[src/rtl/imem_fetch_ctrl_if.sv]
// Fetch-side bus bundle for imem_fetch_ctrl.
// Carries the instruction-memory read port and the valid/ready instruction
// stream toward decode.
//   master : the fetch controller (drives address and the instruction stream)
//   slave  : memory + decode side (returns read data, drives instr_ready)
interface imem_fetch_ctrl_if #(
    parameter int ADDR_W = 8
);
    logic [ADDR_W-1:0] imem_addr;
    logic [31:0]       imem_rdata;
    logic              instr_valid;
    logic              instr_ready;
    logic [31:0]       instr;
    logic [ADDR_W-1:0] instr_pc;

    modport master (
        output imem_addr,
        input  imem_rdata,
        output instr_valid,
        input  instr_ready,
        output instr,
        output instr_pc
    );

    modport slave (
        input  imem_addr,
        output imem_rdata,
        input  instr_valid,
        output instr_ready,
        input  instr,
        input  instr_pc
    );
endinterface

[src/rtl/imem_fetch_ctrl.sv]
// Instruction-fetch sequencer for the 64-word instruction memory.
// Owns the PC, drives the memory byte address from the PC register, pushes
// fetched {word, pc} pairs into a small FIFO that feeds decode through a
// valid/ready handshake, and handles start/halt, end-of-program and redirects.
//
// Ports:
//   clk, rst        rising-edge clock, synchronous active-high reset
//   start           pulse, IDLE/HALT -> RUN
//   halt_req        pulse, RUN -> HALT (no fetch that cycle)
//   redirect_valid  load redirect_pc (word aligned) and flush the buffer
//   redirect_pc     redirect target
//   bus             imem_fetch_ctrl_if master: imem_addr/imem_rdata,
//                   instr_valid/instr_ready/instr/instr_pc
//   busy, halted    state == RUN / state == HALT
//   fetch_count     saturating count of pushed instructions
//
// state  | meaning
// -------+--------------------------------------------------------------
// S_IDLE | after reset; no fetching, waiting for start
// S_RUN  | fetching one word per cycle while the buffer has room
// S_HALT | halted by halt_req or end of program; buffer still drains
module imem_fetch_ctrl #(
    parameter int                ADDR_W  = 8,
    parameter int                DEPTH   = 2,
    parameter logic [ADDR_W-1:0] LAST_PC = 8'h4C
) (
    input  logic               clk,
    input  logic               rst,
    input  logic               start,
    input  logic               halt_req,
    input  logic               redirect_valid,
    input  logic [ADDR_W-1:0]  redirect_pc,
    imem_fetch_ctrl_if.master  bus,
    output logic               busy,
    output logic               halted,
    output logic [15:0]        fetch_count
);

    localparam int PTR_W = (DEPTH > 1) ? $clog2(DEPTH) : 1;
    localparam int CNT_W = PTR_W + 1;
    localparam logic [CNT_W-1:0] DEPTH_C = CNT_W'(DEPTH);

    typedef enum logic [1:0] {
        S_IDLE = 2'd0,
        S_RUN  = 2'd1,
        S_HALT = 2'd2
    } state_t;

    state_t state_q, state_d;

    logic [ADDR_W-1:0] pc_q;
    logic [31:0]       buf_instr [DEPTH];
    logic [ADDR_W-1:0] buf_pc    [DEPTH];
    logic [PTR_W-1:0]  rd_ptr, wr_ptr;
    logic [CNT_W-1:0]  count;
    logic              empty;
    logic              pop;
    logic              fetch;

    assign empty = (count == '0);
    assign pop   = !empty && bus.instr_ready;

    // A pop in the same cycle frees a slot, so a full buffer can still fetch.
    assign fetch = (state_q == S_RUN) && !redirect_valid && !halt_req &&
                   ((count < DEPTH_C) || pop);

    always_ff @(posedge clk) begin
        if (rst) begin
            state_q <= S_IDLE;
        end else begin
            state_q <= state_d;
        end
    end

    // Redirect leaves the state alone; in IDLE/HALT it only moves the resume PC.
    always_comb begin
        state_d = state_q;
        if (!redirect_valid) begin
            case (state_q)
                S_IDLE, S_HALT: begin
                    if (start) state_d = S_RUN;
                end
                S_RUN: begin
                    if (halt_req) begin
                        state_d = S_HALT;
                    end else if (fetch && (pc_q == LAST_PC)) begin
                        state_d = S_HALT;
                    end
                end
                default: state_d = S_IDLE;
            endcase
        end
    end

    always_ff @(posedge clk) begin
        if (rst) begin
            pc_q        <= '0;
            rd_ptr      <= '0;
            wr_ptr      <= '0;
            count       <= '0;
            fetch_count <= '0;
        end else if (redirect_valid) begin
            // Flush wins over any pop in the same cycle.
            pc_q   <= {redirect_pc[ADDR_W-1:2], 2'b00};
            rd_ptr <= '0;
            wr_ptr <= '0;
            count  <= '0;
        end else begin
            if (fetch) begin
                pc_q   <= pc_q + ADDR_W'(4);
                wr_ptr <= wr_ptr + PTR_W'(1);
                if (fetch_count != 16'hFFFF) begin
                    fetch_count <= fetch_count + 16'd1;
                end
            end
            if (pop) begin
                rd_ptr <= rd_ptr + PTR_W'(1);
            end
            case ({fetch, pop})
                2'b10:   count <= count + CNT_W'(1);
                2'b01:   count <= count - CNT_W'(1);
                default: count <= count;
            endcase
        end
    end

    // Storage needs no reset: the head is masked to zero while empty.
    always_ff @(posedge clk) begin
        if (fetch) begin
            buf_instr[wr_ptr] <= bus.imem_rdata;
            buf_pc[wr_ptr]    <= pc_q;
        end
    end

    assign bus.imem_addr   = pc_q;
    assign bus.instr_valid = !empty;
    assign bus.instr       = empty ? '0 : buf_instr[rd_ptr];
    assign bus.instr_pc    = empty ? '0 : buf_pc[rd_ptr];

    assign busy   = (state_q == S_RUN);
    assign halted = (state_q == S_HALT);

endmodule

[src/flat_wrapper.sv]
// flat-port wrapper written by rule: the top's interface ports become plain ports
module imem_fetch_ctrl_flat 
#(
    parameter int                ADDR_W  = 8,
    parameter int                DEPTH   = 2,
    parameter logic [ADDR_W-1:0] LAST_PC = 8'h4C
)
  (clk, rst, start, halt_req, redirect_valid, redirect_pc, busy, halted, fetch_count, bus_imem_addr, bus_imem_rdata, bus_instr_valid, bus_instr_ready, bus_instr, bus_instr_pc);
  imem_fetch_ctrl_if #(.ADDR_W(ADDR_W)) bus_i ();
  input  logic clk;
  input  logic rst;
  input  logic start;
  input  logic halt_req;
  input  logic redirect_valid;
  input  logic [ADDR_W-1:0] redirect_pc;
  output logic busy;
  output logic halted;
  output logic [15:0] fetch_count;
  output wire logic [$bits(bus_i.imem_addr)-1:0] bus_imem_addr;
  input wire logic [$bits(bus_i.imem_rdata)-1:0] bus_imem_rdata;
  output wire logic [$bits(bus_i.instr_valid)-1:0] bus_instr_valid;
  input wire logic [$bits(bus_i.instr_ready)-1:0] bus_instr_ready;
  output wire logic [$bits(bus_i.instr)-1:0] bus_instr;
  output wire logic [$bits(bus_i.instr_pc)-1:0] bus_instr_pc;
  assign bus_imem_addr = bus_i.imem_addr;
  assign bus_i.imem_rdata = bus_imem_rdata;
  assign bus_instr_valid = bus_i.instr_valid;
  assign bus_i.instr_ready = bus_instr_ready;
  assign bus_instr = bus_i.instr;
  assign bus_instr_pc = bus_i.instr_pc;
  imem_fetch_ctrl #(.ADDR_W(ADDR_W), .DEPTH(DEPTH), .LAST_PC(LAST_PC)) u_core (.clk(clk), .rst(rst), .start(start), .halt_req(halt_req), .redirect_valid(redirect_valid), .redirect_pc(redirect_pc), .bus(bus_i), .busy(busy), .halted(halted), .fetch_count(fetch_count));
endmodule
[config.mk]
export PLATFORM = sky130hd
export DESIGN_NAME = imem_fetch_ctrl_flat
export DESIGN_NICKNAME = d
export VERILOG_FILES = /design/src/rtl/imem_fetch_ctrl_if.sv /design/src/rtl/imem_fetch_ctrl.sv /design/src/flat_wrapper.sv
export SDC_FILE = /design/constraint.sdc
export NUM_CORES = 1
export LEC_CHECK = 0
export ABC_CLOCK_PERIOD_IN_PS = 3800
export CORE_ASPECT_RATIO = 0.5
export CORE_MARGIN = 10
export CORE_UTILIZATION = 35
export CTS_CLUSTER_DIAMETER = 50
export CTS_CLUSTER_SIZE = 12
export DETAILED_ROUTE_END_ITERATION = 7
export MAX_ROUTING_LAYER = met4
export PLACE_DENSITY = 0.6
export SLEW_MARGIN = 0
export SYNTH_ARGS = -nofsm -noshare
export SYNTH_HDL_FRONTEND = slang
export SYNTH_SLANG_ARGS = --single-unit
[constraint.sdc]
create_clock -name clk -period 3.8 [get_ports clk]
set_clock_uncertainty 0.15 [all_clocks]
set_input_delay 0.38 -clock clk [delete_from_list [all_inputs] [get_ports clk]]
set_output_delay 0.38 -clock clk [all_outputs]
set_load 0.02 [all_outputs]
==> results.cfg <==
[synth]
synth.top_cells.by_area = sky130_fd_sc_hd__edfxtp_1 52%, sky130_fd_sc_hd__dfxtp_1 13%, sky130_fd_sc_hd__mux2i_1 8.6%
combinational_family_with_the_most_area_after_synthesis = simple AND/OR/NAND/NOR gates
synth_largest_area_cell = sky130_fd_sc_hd__edfxtp_1
post_synth_arst_share = 0
synth-compound-area-share = 0.0484
leading_cell_types_by_count_after_synthesis = 76 x sky130_fd_sc_hd__edfxtp_1, 51 x sky130_fd_sc_hd__nor2_1, 38 x sky130_fd_sc_hd__mux2i_1
synthAdderAreaFrac = 0.00849
synth-xor-area-share = 0.0198
ys_seq_area_frac = 0.648
yosysWarnings = 0
yosys_most_used_dff = sky130_fd_sc_hd__edfxtp_1
ys_seq_elements = 105
netlist_area_sq_um = 4420
netlist_cell_types = 44
synth.most_common_cell = sky130_fd_sc_hd__edfxtp_1
mux_contribution_to_synthesized_area = 0.0963
syn_inst = 348
synth_simple_gate_area_frac = 0.149
synth_enable_flop_cells = 76
syn_area_per_cell_sq_um = 12.7
synth_top_cell_area_share = 0.516

[pwr]
power.share.clock = 0.392
post-layout-total-power_uw = 2260
p_sw_uw = 466
power_density_nw_per_um2 = 378
worst_ir_drop_vdd_mv = 0.191
p_sw_frac = 0.206
combinationalPowerShare = 0.055
cell_internal_pwr_uw = 1800
leak_pwr_uw = 0.00186
share_seq_of_total_power = 0.554

[floorplan]
die-width_microns = 179
core_region_area_sq_um = 12100
boundaryPins = 113
fp_rows = 28
die_area_sq_um = 17800
die_height_microns = 99.5
start_util = 0.366

[sta]
finalCritPeriodShare = 0.739
unrepaired_setup_endpoints_after_global_routing = false
slew-limit-headroom = 0.584
timing.final.crit_period_ns = 2.81
fmaxAchievable_mhz = 356
timing_hold_violations_final = 0
report.final.slew_viol_count = 0
setup_violations = 0
tns_ns = 0
max_slew.worst_pin.slew_ns = 0.624

[global_route]
grt_pass1_wl_microns = 15600
gr_ovfl_total = 0
first_global_vias = 3026
antenna_found_initial = 1
grt_usage = 0.114
grt_start_max_net_pins = 34

[worst_setup_path]
cp_data_required_time_ns = 3.27
timing.rr.start = u_core.state_q[0]$_SDFFE_PP0P_
critical_path_class = reg2out
worstRegToRegCells = 5
cp-start-kind = flop
worstPathBufferInverterCount = 2
kind_of_cell_adding_the_most_delay_to_the_critical_path = buffers and inverters
critical-path-slowest-cell = sky130_fd_sc_hd__dfxtp_2
critical_path_cell_count = 4
worst-endpoint-arrival_ns = 2.28
slowest_cell_delay_on_critical_path_ns = 0.73
end_kind = primary output
cp_max_fo = 19
crit_chain = buf_4 > mux2i_1 > nor2_1 > clkdlybuf4s50_1

[min_path]
timing.hold.worst.start = u_core.state_q[1]$_SDFFE_PP0P_
worstHoldPathCells = 2
type_of_the_most_critical_hold_path = reg2reg

[detailed_routing]
detailroute.via_count = 2998
detailedRoute.firstPassIterationCount = 6
postRouteWirelength_microns = 10000
detail_route.vias_per_cell = 4.80
ant_nets = 0
detailedRoute.firstIterationViolations = 130
drcViolationCount = 0
post_dr_wirelength_cell_microns = 16.0

[final_layout]
syn2layout_area_growth_pct = 35.5
multiInputGateArea_sq_um = 1460
seqCellArea_sq_um = 2860
stdcell_area_sq_um = 5990
fillerInstances = 1105
final_layout_size_suffix_gt1_frac = 0.0786
final_net_count = 502

[cts]
cts.reportedPaths.clkPinSlew_ns = 0.06
clock-root-buffer = sky130_fd_sc_hd__clkbuf_16
cts_setup_buffers = 0
inserted_clock_buffers = 9
post_cts_resize_count = 0
cts_hold_buffers = 0
cts.sink_count = 105
worstSkewPairLatency_ns = 0.34
cts.htree.levels = 3
clock_tree_from_tritoncts = built
ctsLongestPathBuffers = 2

[placement]
placed_area_sq_um = 5690
dp_hpwl_microns = 7100
io_buffer_count = 106
globalplace.congestion = 0.773

[run_status]
status = complete, no violations

[flow_run]
max-cap-violations = 0
==> kinds of logic after synthesis <==
kind of cell | Yosys count
fa+ha+maj | 3
other cells | 1
buf+inv | 28
flops | 105
mux | 42
simple gates | 125
compound gates | 34
xor+xnor | 10
==> metrics by stage <==
stage / setup WS (ns) / util / std cells / hold slack [ns]
final: 0.990 / 0.496 / 624 / 0.355
after global routing: 0.867 / 0.496 / 624 / 0.391
after detailed placement: 0.700 / 0.471 / 607 / 0.347
after global placement: 0.748 / 0.471 / 607 / 0.340
after floorplan: 0.230 / - / 351 / 0.318
after CTS: 0.924 / 0.495 / 623 / 0.356
==> power by group through the flow <==
stage | sequential [uW] | clock (uW) | combinational [uW]
final | 1250 | 886 | 124
after CTS | 1250 | 910 | 125
after floorplan | 1280 | 0 | 45.2
after global placement | 1280 | 0 | 123
after global routing | 1250 | 952 | 134
after detailed placement | 1280 | 0 | 125
==> metal layers <==
layer / vias to the layer above / share of wire / global-route usage
li1: 1493 / - / -
met5: - / 0 / -
met3: 12 / 0.054 / 0.0340
met4: 0 / 0.012 / 0.0379
met2: 58 / 0.52 / 0.196
met1: 1435 / 0.41 / 0.126
==> sequential cells by signal, indices dropped and copies added, names as in the netlist, named ones only <==
register / flops
u_core.bus.imem_addr: 6
u_core.buf_pc: 12
u_core.fetch_count: 16
u_core.wr_ptr: 1
u_core.count: 2
u_core.rd_ptr: 1
u_core.state_q: 2
u_core.buf_instr: 64
==> final timing paths <==
| check | to | slack (ns) |
|---|---|---|
| min | u_core.state_q[1]$_SDFFE_PP0P_ | 0.35 |
| min reg2reg | u_core.state_q[1]$_SDFFE_PP0P_ | 0.35 |
| max reg2reg | u_core.buf_instr[0][30]$_DFFE_PP_ | 1.17 |
| max | bus_instr[12] | 0.99 |
==> cell usage in the layout, fill, tap and decap left out, types with 4 or more instances in the layout <==
master	instances
sky130_fd_sc_hd__edfxtp_1	76
sky130_fd_sc_hd__a21oi_1	12
sky130_fd_sc_hd__nand4_1	6
sky130_fd_sc_hd__clkdlybuf4s50_1	106
sky130_fd_sc_hd__nor2b_1	6
sky130_fd_sc_hd__mux2i_1	38
sky130_fd_sc_hd__buf_4	5
sky130_fd_sc_hd__xnor2_1	4
sky130_fd_sc_hd__xor2_1	6
sky130_fd_sc_hd__nor2_1	49
sky130_fd_sc_hd__conb_1	4
sky130_fd_sc_hd__or4_1	7
sky130_fd_sc_hd__o31ai_1	6
sky130_fd_sc_hd__a211oi_1	5
sky130_fd_sc_hd__nand3_1	10
sky130_fd_sc_hd__nand2_1	10
sky130_fd_sc_hd__o21ai_0	6
sky130_fd_sc_hd__dfxtp_1	28
sky130_fd_sc_hd__inv_1	5
sky130_fd_sc_hd__nor3_1	9
sky130_fd_sc_hd__nor4_2	4
sky130_fd_sc_hd__clkbuf_16	9
==> cell type report <==
cell class / count / area share
inverter: 6 / 0.00376
tap: 165 / 0.0345
clock inverter: 4 / 0.00606
sequential: 105 / 0.478
antenna: 1 / 0.000418
multi-input combinational: 218 / 0.244
timing repair buffer: 113 / 0.190
clock buffer: 12 / 0.0428
==> tightest hold or removal path, stage by stage (launching register included) <==
cell,delay [ns]
sky130_fd_sc_hd__dfxtp_1,0.34
sky130_fd_sc_hd__nand2_1,0.07
sky130_fd_sc_hd__a21oi_1,0.05
Power figures use the tool's default switching activity.
